File: src/rtl/irq_trap_ctrl_if.sv
// Trap request handshake between the trap controller and the CSR block.
// Master raises the request with cause; slave acknowledges once CSRs are written.
interface irq_trap_ctrl_if;
  logic       trap_req;
  logic       trap_irq;
  logic [3:0] trap_code;
  logic       trap_ack;

  modport master (
    output trap_req,
    output trap_irq,
    output trap_code,
    input  trap_ack
  );

  modport slave (
    input  trap_req,
    input  trap_irq,
    input  trap_code,
    output trap_ack
  );
endinterface

File: src/rtl/irq_trap_ctrl.sv
// Interrupt/exception trap sequencer: IDLE -> REQ -> FLUSH, with saturating trap count.
// Define IRQ_SYNC_EN to pass raw interrupt lines through 2-flop synchronizers.
module irq_trap_ctrl #(
  parameter int FLUSH_CYCLES = 2,
  parameter int CNT_W        = 16
) (
  input  logic             clk,
  input  logic             RSTN,
  input  logic             meip_in,
  input  logic             mtip_in,
  input  logic             msip_in,
  input  logic             meie,
  input  logic             mtie,
  input  logic             msie,
  input  logic             mie_global,
  input  logic             exc_valid,
  input  logic [3:0]       exc_code,
  input  logic             boundary,
  input  logic             mret,
  irq_trap_ctrl_if.master  trap_if,
  output logic             flush,
  output logic             stall_if,
  output logic [2:0]       irq_pend,
  output logic [CNT_W-1:0] trap_cnt
);

  typedef enum logic [1:0] {
    IDLE  = 2'd0,
    REQ   = 2'd1,
    FLUSH = 2'd2
  } state_e;

  localparam logic [3:0] FLUSH_LD = 4'(FLUSH_CYCLES);
  localparam logic [CNT_W-1:0] CNT_ONE =
    {{(CNT_W-1){1'b0}}, 1'b1};

  state_e           state_q, state_d;
  logic             req_q, req_d;
  logic             irq_q, irq_d;
  logic [3:0]       code_q, code_d;
  logic [3:0]       fcnt_q, fcnt_d;
  logic [CNT_W-1:0] cnt_q, cnt_d;
  logic [2:0]       lvl;
  logic [3:0]       irq_code;
  logic             irq_claim;

`ifdef IRQ_SYNC_EN
  logic [2:0] sync1_q, sync2_q;

  always_ff @(posedge clk or negedge RSTN) begin
    if (!RSTN) begin
      sync1_q <= '0;
      sync2_q <= '0;
    end else begin
      sync1_q <= {meip_in, mtip_in, msip_in};
      sync2_q <= sync1_q;
    end
  end

  assign lvl = sync2_q;
`else
  assign lvl = {meip_in, mtip_in, msip_in};
`endif

  assign irq_pend  = lvl & {meie, mtie, msie};
  assign irq_claim = (|irq_pend) & mie_global;

  // Fixed priority MEI > MTI > MSI
  always_comb begin
    if (irq_pend[2])      irq_code = 4'd11;
    else if (irq_pend[1]) irq_code = 4'd7;
    else                  irq_code = 4'd3;
  end

  always_comb begin
    state_d = state_q;
    irq_d   = irq_q;
    code_d  = code_q;
    fcnt_d  = fcnt_q;
    cnt_d   = cnt_q;
    case (state_q)
      IDLE: begin
        if (exc_valid) begin
          irq_d   = 1'b0;
          code_d  = exc_code;
          state_d = REQ;
        end else if (mret) begin
          fcnt_d  = FLUSH_LD;
          state_d = FLUSH;
        end else if (irq_claim && boundary) begin
          irq_d   = 1'b1;
          code_d  = irq_code;
          state_d = REQ;
        end
      end
      REQ: begin
        if (trap_if.trap_ack) begin
          fcnt_d  = FLUSH_LD;
          state_d = FLUSH;
          if (cnt_q != '1) cnt_d = cnt_q + CNT_ONE;
        end
      end
      FLUSH: begin
        if (fcnt_q <= 4'd1) begin
          fcnt_d  = '0;
          state_d = IDLE;
        end else begin
          fcnt_d  = fcnt_q - 4'd1;
        end
      end
      default: begin
        fcnt_d  = '0;
        state_d = IDLE;
      end
    endcase
    req_d = (state_d == REQ);
  end

  always_ff @(posedge clk or negedge RSTN) begin
    if (!RSTN) begin
      state_q <= IDLE;
      req_q   <= 1'b0;
      irq_q   <= 1'b0;
      code_q  <= '0;
      fcnt_q  <= '0;
      cnt_q   <= '0;
    end else begin
      state_q <= state_d;
      req_q   <= req_d;
      irq_q   <= irq_d;
      code_q  <= code_d;
      fcnt_q  <= fcnt_d;
      cnt_q   <= cnt_d;
    end
  end

  assign trap_if.trap_req  = req_q;
  assign trap_if.trap_irq  = irq_q;
  assign trap_if.trap_code = code_q;
  assign flush             = (state_q == FLUSH);
  assign stall_if          = (state_q != IDLE);
  assign trap_cnt          = cnt_q;

endmodule

File: src/flat_wrapper.sv
// flat-port wrapper written by rule: the top's interface ports become plain ports
module irq_trap_ctrl_flat 
#(
  parameter int FLUSH_CYCLES = 2,
  parameter int CNT_W        = 16
)
  (clk, RSTN, meip_in, mtip_in, msip_in, meie, mtie, msie, mie_global, exc_valid, exc_code, boundary, mret, flush, stall_if, irq_pend, trap_cnt, trap_if_trap_req, trap_if_trap_irq, trap_if_trap_code, trap_if_trap_ack);
  irq_trap_ctrl_if trap_if_i ();
  input  logic clk;
  input  logic RSTN;
  input  logic meip_in;
  input  logic mtip_in;
  input  logic msip_in;
  input  logic meie;
  input  logic mtie;
  input  logic msie;
  input  logic mie_global;
  input  logic exc_valid;
  input  logic [3:0] exc_code;
  input  logic boundary;
  input  logic mret;
  output logic flush;
  output logic stall_if;
  output logic [2:0] irq_pend;
  output logic [CNT_W-1:0] trap_cnt;
  output wire logic [$bits(trap_if_i.trap_req)-1:0] trap_if_trap_req;
  output wire logic [$bits(trap_if_i.trap_irq)-1:0] trap_if_trap_irq;
  output wire logic [$bits(trap_if_i.trap_code)-1:0] trap_if_trap_code;
  input wire logic [$bits(trap_if_i.trap_ack)-1:0] trap_if_trap_ack;
  assign trap_if_trap_req = trap_if_i.trap_req;
  assign trap_if_trap_irq = trap_if_i.trap_irq;
  assign trap_if_trap_code = trap_if_i.trap_code;
  assign trap_if_i.trap_ack = trap_if_trap_ack;
  irq_trap_ctrl #(.FLUSH_CYCLES(FLUSH_CYCLES), .CNT_W(CNT_W)) u_core (.clk(clk), .RSTN(RSTN), .meip_in(meip_in), .mtip_in(mtip_in), .msip_in(msip_in), .meie(meie), .mtie(mtie), .msie(msie), .mie_global(mie_global), .exc_valid(exc_valid), .exc_code(exc_code), .boundary(boundary), .mret(mret), .trap_if(trap_if_i), .flush(flush), .stall_if(stall_if), .irq_pend(irq_pend), .trap_cnt(trap_cnt));
endmodule
File: config.mk
export PLATFORM = sky130hd
export DESIGN_NAME = irq_trap_ctrl_flat
export DESIGN_NICKNAME = d
export VERILOG_FILES = /design/src/rtl/irq_trap_ctrl_if.sv /design/src/rtl/irq_trap_ctrl.sv /design/src/flat_wrapper.sv
export SDC_FILE = /design/constraint.sdc
export NUM_CORES = 1
export LEC_CHECK = 0
export CAP_MARGIN = 5
export CORE_UTILIZATION = 45
export CTS_CLUSTER_SIZE = 8
export DETAILED_ROUTE_END_ITERATION = 8
export GPL_TIMING_DRIVEN = 1
export PLACE_DENSITY = 0.77
export REMOVE_ABC_BUFFERS = 1
export SYNTH_ARGS = -nofsm -noshare
export SYNTH_HDL_FRONTEND = slang
export SYNTH_SLANG_ARGS = --single-unit
File: constraint.sdc
create_clock -name clk -period 3.1 [get_ports clk]
set_input_delay 0.62 -clock clk [delete_from_list [all_inputs] [get_ports clk]]
set_output_delay 0.62 -clock clk [all_outputs]
set_load 0.02 [all_outputs]
---- After elaboration in Yosys (flattened, before gate mapping) ----
Index checks and enable logic that the tools add are counted.
word-level totals
  register bits after elaboration ......... 28
  input bits .............................. 17
  word-level logic and storage cells ...... 46
  output and inout bits ................... 27
operators by class
  muxes and demuxes ....................... 19
  equal/unequal tests ..................... 8
  magnitude comparators ................... 1
  $add $sub $neg .......................... 2
  reductions and logical operators ........ 8
  bitwise operators ....................... 2
operators with widths
  kind                                                  number
  two-way mux 4 bit                                     8
  adder 16 x 1 -> 16 bit (second input constant)        1
  != test 16 bit (second input constant)                1
  case mux 4 bit (3 select lines)                       1
  two-way mux 2 bit                                     5
  AND reduction 3 bit                                   3
  != test 2 bit (second input constant)                 4
  case mux 2 bit (3 select lines)                       1
  equality test 2 x 1 -> 1 bit (second input constant)  2
  <= comparator 4 x 1 -> 1 bit (second input constant)  1
  nonzero test 2 bit                                    2
  subtractor 4 x 1 -> 4 bit (second input constant)     1
  AND 3 bit                                             1
  two-way mux 1 bit                                     3
  two-way mux 3 bit                                     1
  OR reduction 3 bit                                    1
  equality test 2 bit (second input constant)           1
  zero test 2 bit                                       1
  AND 1 bit                                             1
  logical AND 1 bit                                     1

---- Depth between registers and ports, before layout ----
  word-level depth ........................ 9
  depth in mapped cells ................... 6
  mapped depth without buffers ............ 6

---- Worst setup path before layout ----
No wires, ideal clock.
  path kind ............................... register -> register
  start point ............................. register u_core.cnt_q[0], in the netlist u_core.trap_cnt[0]
  end point ............................... register u_core.cnt_q[1], in the netlist u_core.trap_cnt[1]
  setup slack ............................. 1.261 ns
  stages on the path, launching flop included .. 6
  setup time .............................. 0.125 ns
  required time ........................... 2.975 ns
  clock period less this slack ............ 1.839 ns
  path buffers ............................ 0
  arrival ................................. 1.714 ns
  path through ............................ dfrtp_1 > ha_1 > nand4_2 > nor4_4 > nor2_2 > mux2_4
on the way
  word-level cells in the longest chain between the ends .. 2
  elaborated cells between the ends (all ways) .. 3
  classes of those cells .................. add/sub: 1; eq/ne: 1; reduce/logical: 1
ends and longest elaborated chain
  what                                                                            RTL line              source
  from (decl)                                                                     irq_trap_ctrl.sv:42   logic [CNT_W-1:0] cnt_q, cnt_d;
  from (signal assigned)                                                          irq_trap_ctrl.sv:133  cnt_q <= cnt_d;
  parallel branches: the longest is 2 deep, another holds adder 16 x 1 -> 16 bit  --
Several ways; the timed one is not identified.
A chain may end at the register's enable or synchronous reset.

---- Worst setup path in the final report ----
  start point ............................. input port mtie
  end point ............................... output port irq_pend[1]
on the way
  word-level cells in the longest chain between the ends .. 1
ends and longest elaborated chain
  what         RTL line             source
  from (decl)  flat_wrapper.sv:15   input logic mtie;
  AND 3 bit    irq_trap_ctrl.sv:65  assign irq_pend = lvl & {meie, mtie, msie};
  to (decl)    flat_wrapper.sv:24   output logic [2:0] irq_pend;
No other way between the ends.

==> results.sh <==
export IMPL_status="finished, final reports clean"
export IMPL_cp_slowest_stage_delay_ns=0.61
export IMPL_synth_area_leader_cell="dfrtp_1"
export IMPL_hold_class="flip-flop to flip-flop"
export IMPL_crit_required_ns=2.48
export IMPL_critPathKind="input pin to output port"
export IMPL_clk_path_buf_depth=2
export IMPL_synth_distinct_cells=44
export IMPL_ctsResizeCount=0
export IMPL_track_usage_pct=19.9
export IMPL_yosysMostFrequentCell="dfrtp_1"
export IMPL_clkTransAtPathRegs_ns=0.15
export IMPL_nNetsFinal=202
export IMPL_fillers=269
export IMPL_syn_inst=135
export IMPL_crit_path_end_kind="output port"
export IMPL_total_power_w=0.00138
export IMPL_grt_pass1_wl_um=5200
export IMPL_pin_count=44
export IMPL_timing_final_crit_period_ns=2.46
export IMPL_synth_ff_type="dfrtp_1"
export IMPL_finalSetupTns_ns=0
export IMPL_hpwlAfterDp_um=2490
export IMPL_portBuffers=43
export IMPL_grt_ovfl_total=0
export IMPL_finClkSkew_ns=0.00284
export IMPL_drc=0
export IMPL_drtIter0Drc=63
export IMPL_worst_slack_ns=0.638
export IMPL_diodes=0
export IMPL_fin_crit_sh_pct=79.4
export IMPL_post_cts_setup_buffer_count=0
export IMPL_synth_top_area_share_pct=48.0
export IMPL_area_delta_synth_final_pct=35.6
export IMPL_wl_per_cell_um=14.1
export IMPL_synth_area_leaders="dfrtp_1 48%, xor2_1 8.4%, nor3_1 3.1%"
export IMPL_crit_chain="clkdlybuf4s50_1, and2_1, clkdlybuf4s50_1"
export IMPL_pwr_density_cell_nw_per_um2=697
export IMPL_antenna_found_initial=0
export IMPL_initial_core_util_pct=47.4
export IMPL_finalSetupViolations=0
export IMPL_ys_seq_elements=28
export IMPL_die_area_um2=3480
export IMPL_die_w_um=59.0
export IMPL_clockRootBuffer="clkbuf_4"
export IMPL_wirelength_um=3170
export IMPL_clock_latency_ns=0.33
export IMPL_slew_viol_final=0
export IMPL_final_instance_count_excl_fill=225
export IMPL_synth_commonest_cells="28 x dfrtp_1, 14 x xor2_1, 10 x nand2_1"
export IMPL_leakagePower_nw=0.897
export IMPL_htree_levels=1
export IMPL_dp_slack_ns=0.633
export IMPL_relSlewSlack_pct=57.5
export IMPL_worst_pin_slew_ns=0.632
export IMPL_die_y_um=59.0
export IMPL_clock_sinks=28
export IMPL_rows=20
export IMPL_hold_viol=0
export IMPL_cts_buffers=3
export IMPL_antenna_left=0
export IMPL_synth_edf_count=0
export IMPL_ys_warn_count=0
export IMPL_dp_cells=221
export IMPL_holdBufCountCts=0
export IMPL_critPathLaunchType="input pin"
export IMPL_synth_seq_area_share_pct=48.0
export IMPL_dr_pass1_iters=4
export IMPL_first_global_vias=1173
export IMPL_drive_gt1_share_pct=11.6
export IMPL_synthesis_area_um2=1460
export IMPL_rr_worst_depth=5
export IMPL_rsz0062_at_grt="false"
export IMPL_core_area_um2=3080
export IMPL_cts_tree="done"
export IMPL_vias_per_cell=5.35
export IMPL_via_count=1203
export IMPL_synth_avg_cell_area_um2=10.8
export IMPL_place_gp_congestion=0.825
export IMPL_crit_arrival_ns=1.84
export IMPL_slowest_stage="clkdlybuf4s50_1"
export IMPL_reg2reg_slack_ns=1.14
export IMPL_max_freq_mhz=406
export IMPL_drv_cap=0
export IMPL_crit_top_cell="clkdlybuf4s50_1"
export IMPL_ir_drop_v=0.000520
export IMPL_hold_path_depth=1
export IMPL_grt_start_max_net_pins=29
export IMPL_async_flop_share_pct=100
export IMPL_cp_max_fo=3
-- routing by layer --
| metal | up-vias | routed length (um) | global-route usage (%) |
|---|---|---|---|
| li1 | 573 | - | - |
| met1 | 598 | 1360 | 23.1 |
| met2 | 28 | 1670 | 36.4 |
| met3 | 4 | 114 | 4.18 |
| met4 | 0 | 33 | 6.46 |
| met5 | - | 0 | 0 |
-- path summary, 6_finish.rpt --
check / start / endpoint
setup / recovery: mtie / irq_pend[1]
hold / removal: u_core.trap_if.trap_irq / u_core.trap_if.trap_irq
setup reg to reg: u_core.trap_cnt[0] / u_core.trap_cnt[1]
hold reg to reg: u_core.trap_if.trap_irq / u_core.trap_if.trap_irq
max in group asynchronous: RSTN / u_core.trap_cnt[1]
min in group asynchronous: RSTN / u_core.fcnt_q[2]
-- worst max-delay path, delay by kind of cell --
kind                   cells  cell delay [ns]
buffers and inverters      2             1.06
AND/OR/NAND/NOR            1             0.16
-- layout by cell type, fill, tap and decap left out, types with 2 or more instances in the layout --
cell	Yosys	routed
o21ai_0	3	3
a31o_2	2	2
nor2_1	5	5
buf_4	1	2
clkdlybuf4s50_1	0	43
nand2b_1	2	2
nand3_1	5	5
mux2_2	2	2
nor3_1	9	9
nand2_1	10	10
ha_1	3	3
nor4b_1	3	3
and2_1	2	2
inv_1	8	8
nand4_2	3	3
o21a_1	2	2
nor4_1	4	4
xor2_1	14	14
o22a_1	3	3
o211ai_1	2	2
clkbuf_4	0	3
dfrtp_1	28	28
-- cell families after synthesis --
family                   after synthesis  share of synthesized area, %
flip-flops                            28                          48.0
adder cells (fa/ha/maj)                3                          2.57
AND/OR/NAND/NOR                       57                          25.4
multiplexers                           4                          3.26
buffers and inverters                 11                          3.26
XOR/XNOR                              15                          9.00
AO/OA/AOI/OAI                         17                          8.57
-- per-stage QoR --
step	area, um2	utilization, %	hold WS, ns
2_1_floorplan	1440	-	0.324
3_3_place_gp	1940	63.1	0.490
3_5_place_dp	1940	63.1	0.492
4_1_cts	1980	64.3	0.528
5_1_grt	1980	64.3	0.550
6_report	1980	64.3	0.521
-- power breakdown --
| group | internal (W) | switching [W] | total, W |
|---|---|---|---|
| sequential | 0.000466 | 0.000111 | 0.000577 |
| combinational | 0.000312 | 0.000310 | 0.000622 |
| clock | 0.0000719 | 0.000107 | 0.000179 |
| total | 0.000850 | 0.000529 | 0.00138 |
-- cell type report --
cell class                 count  area [um2]  share of cell area [%]
multi-input combinational     96         712                    36.0
sequential                    28         701                    35.4
timing repair buffer          45         445                    22.5
tap                           44        55.1                    2.78
clock buffer                   4        36.3                    1.83
inverter                       8        30.0                    1.52
-- sequential cells by signal, indices dropped and copies added, names as in the netlist --
signal and cells:
u_core.trap_if.trap_irq 1, u_core.trap_cnt 16, u_core.trap_if.trap_code 4, u_core.trap_if.trap_req 1
u_core.fcnt_q 4, u_core.state_q 2
(Power assumes the default switching activity.)
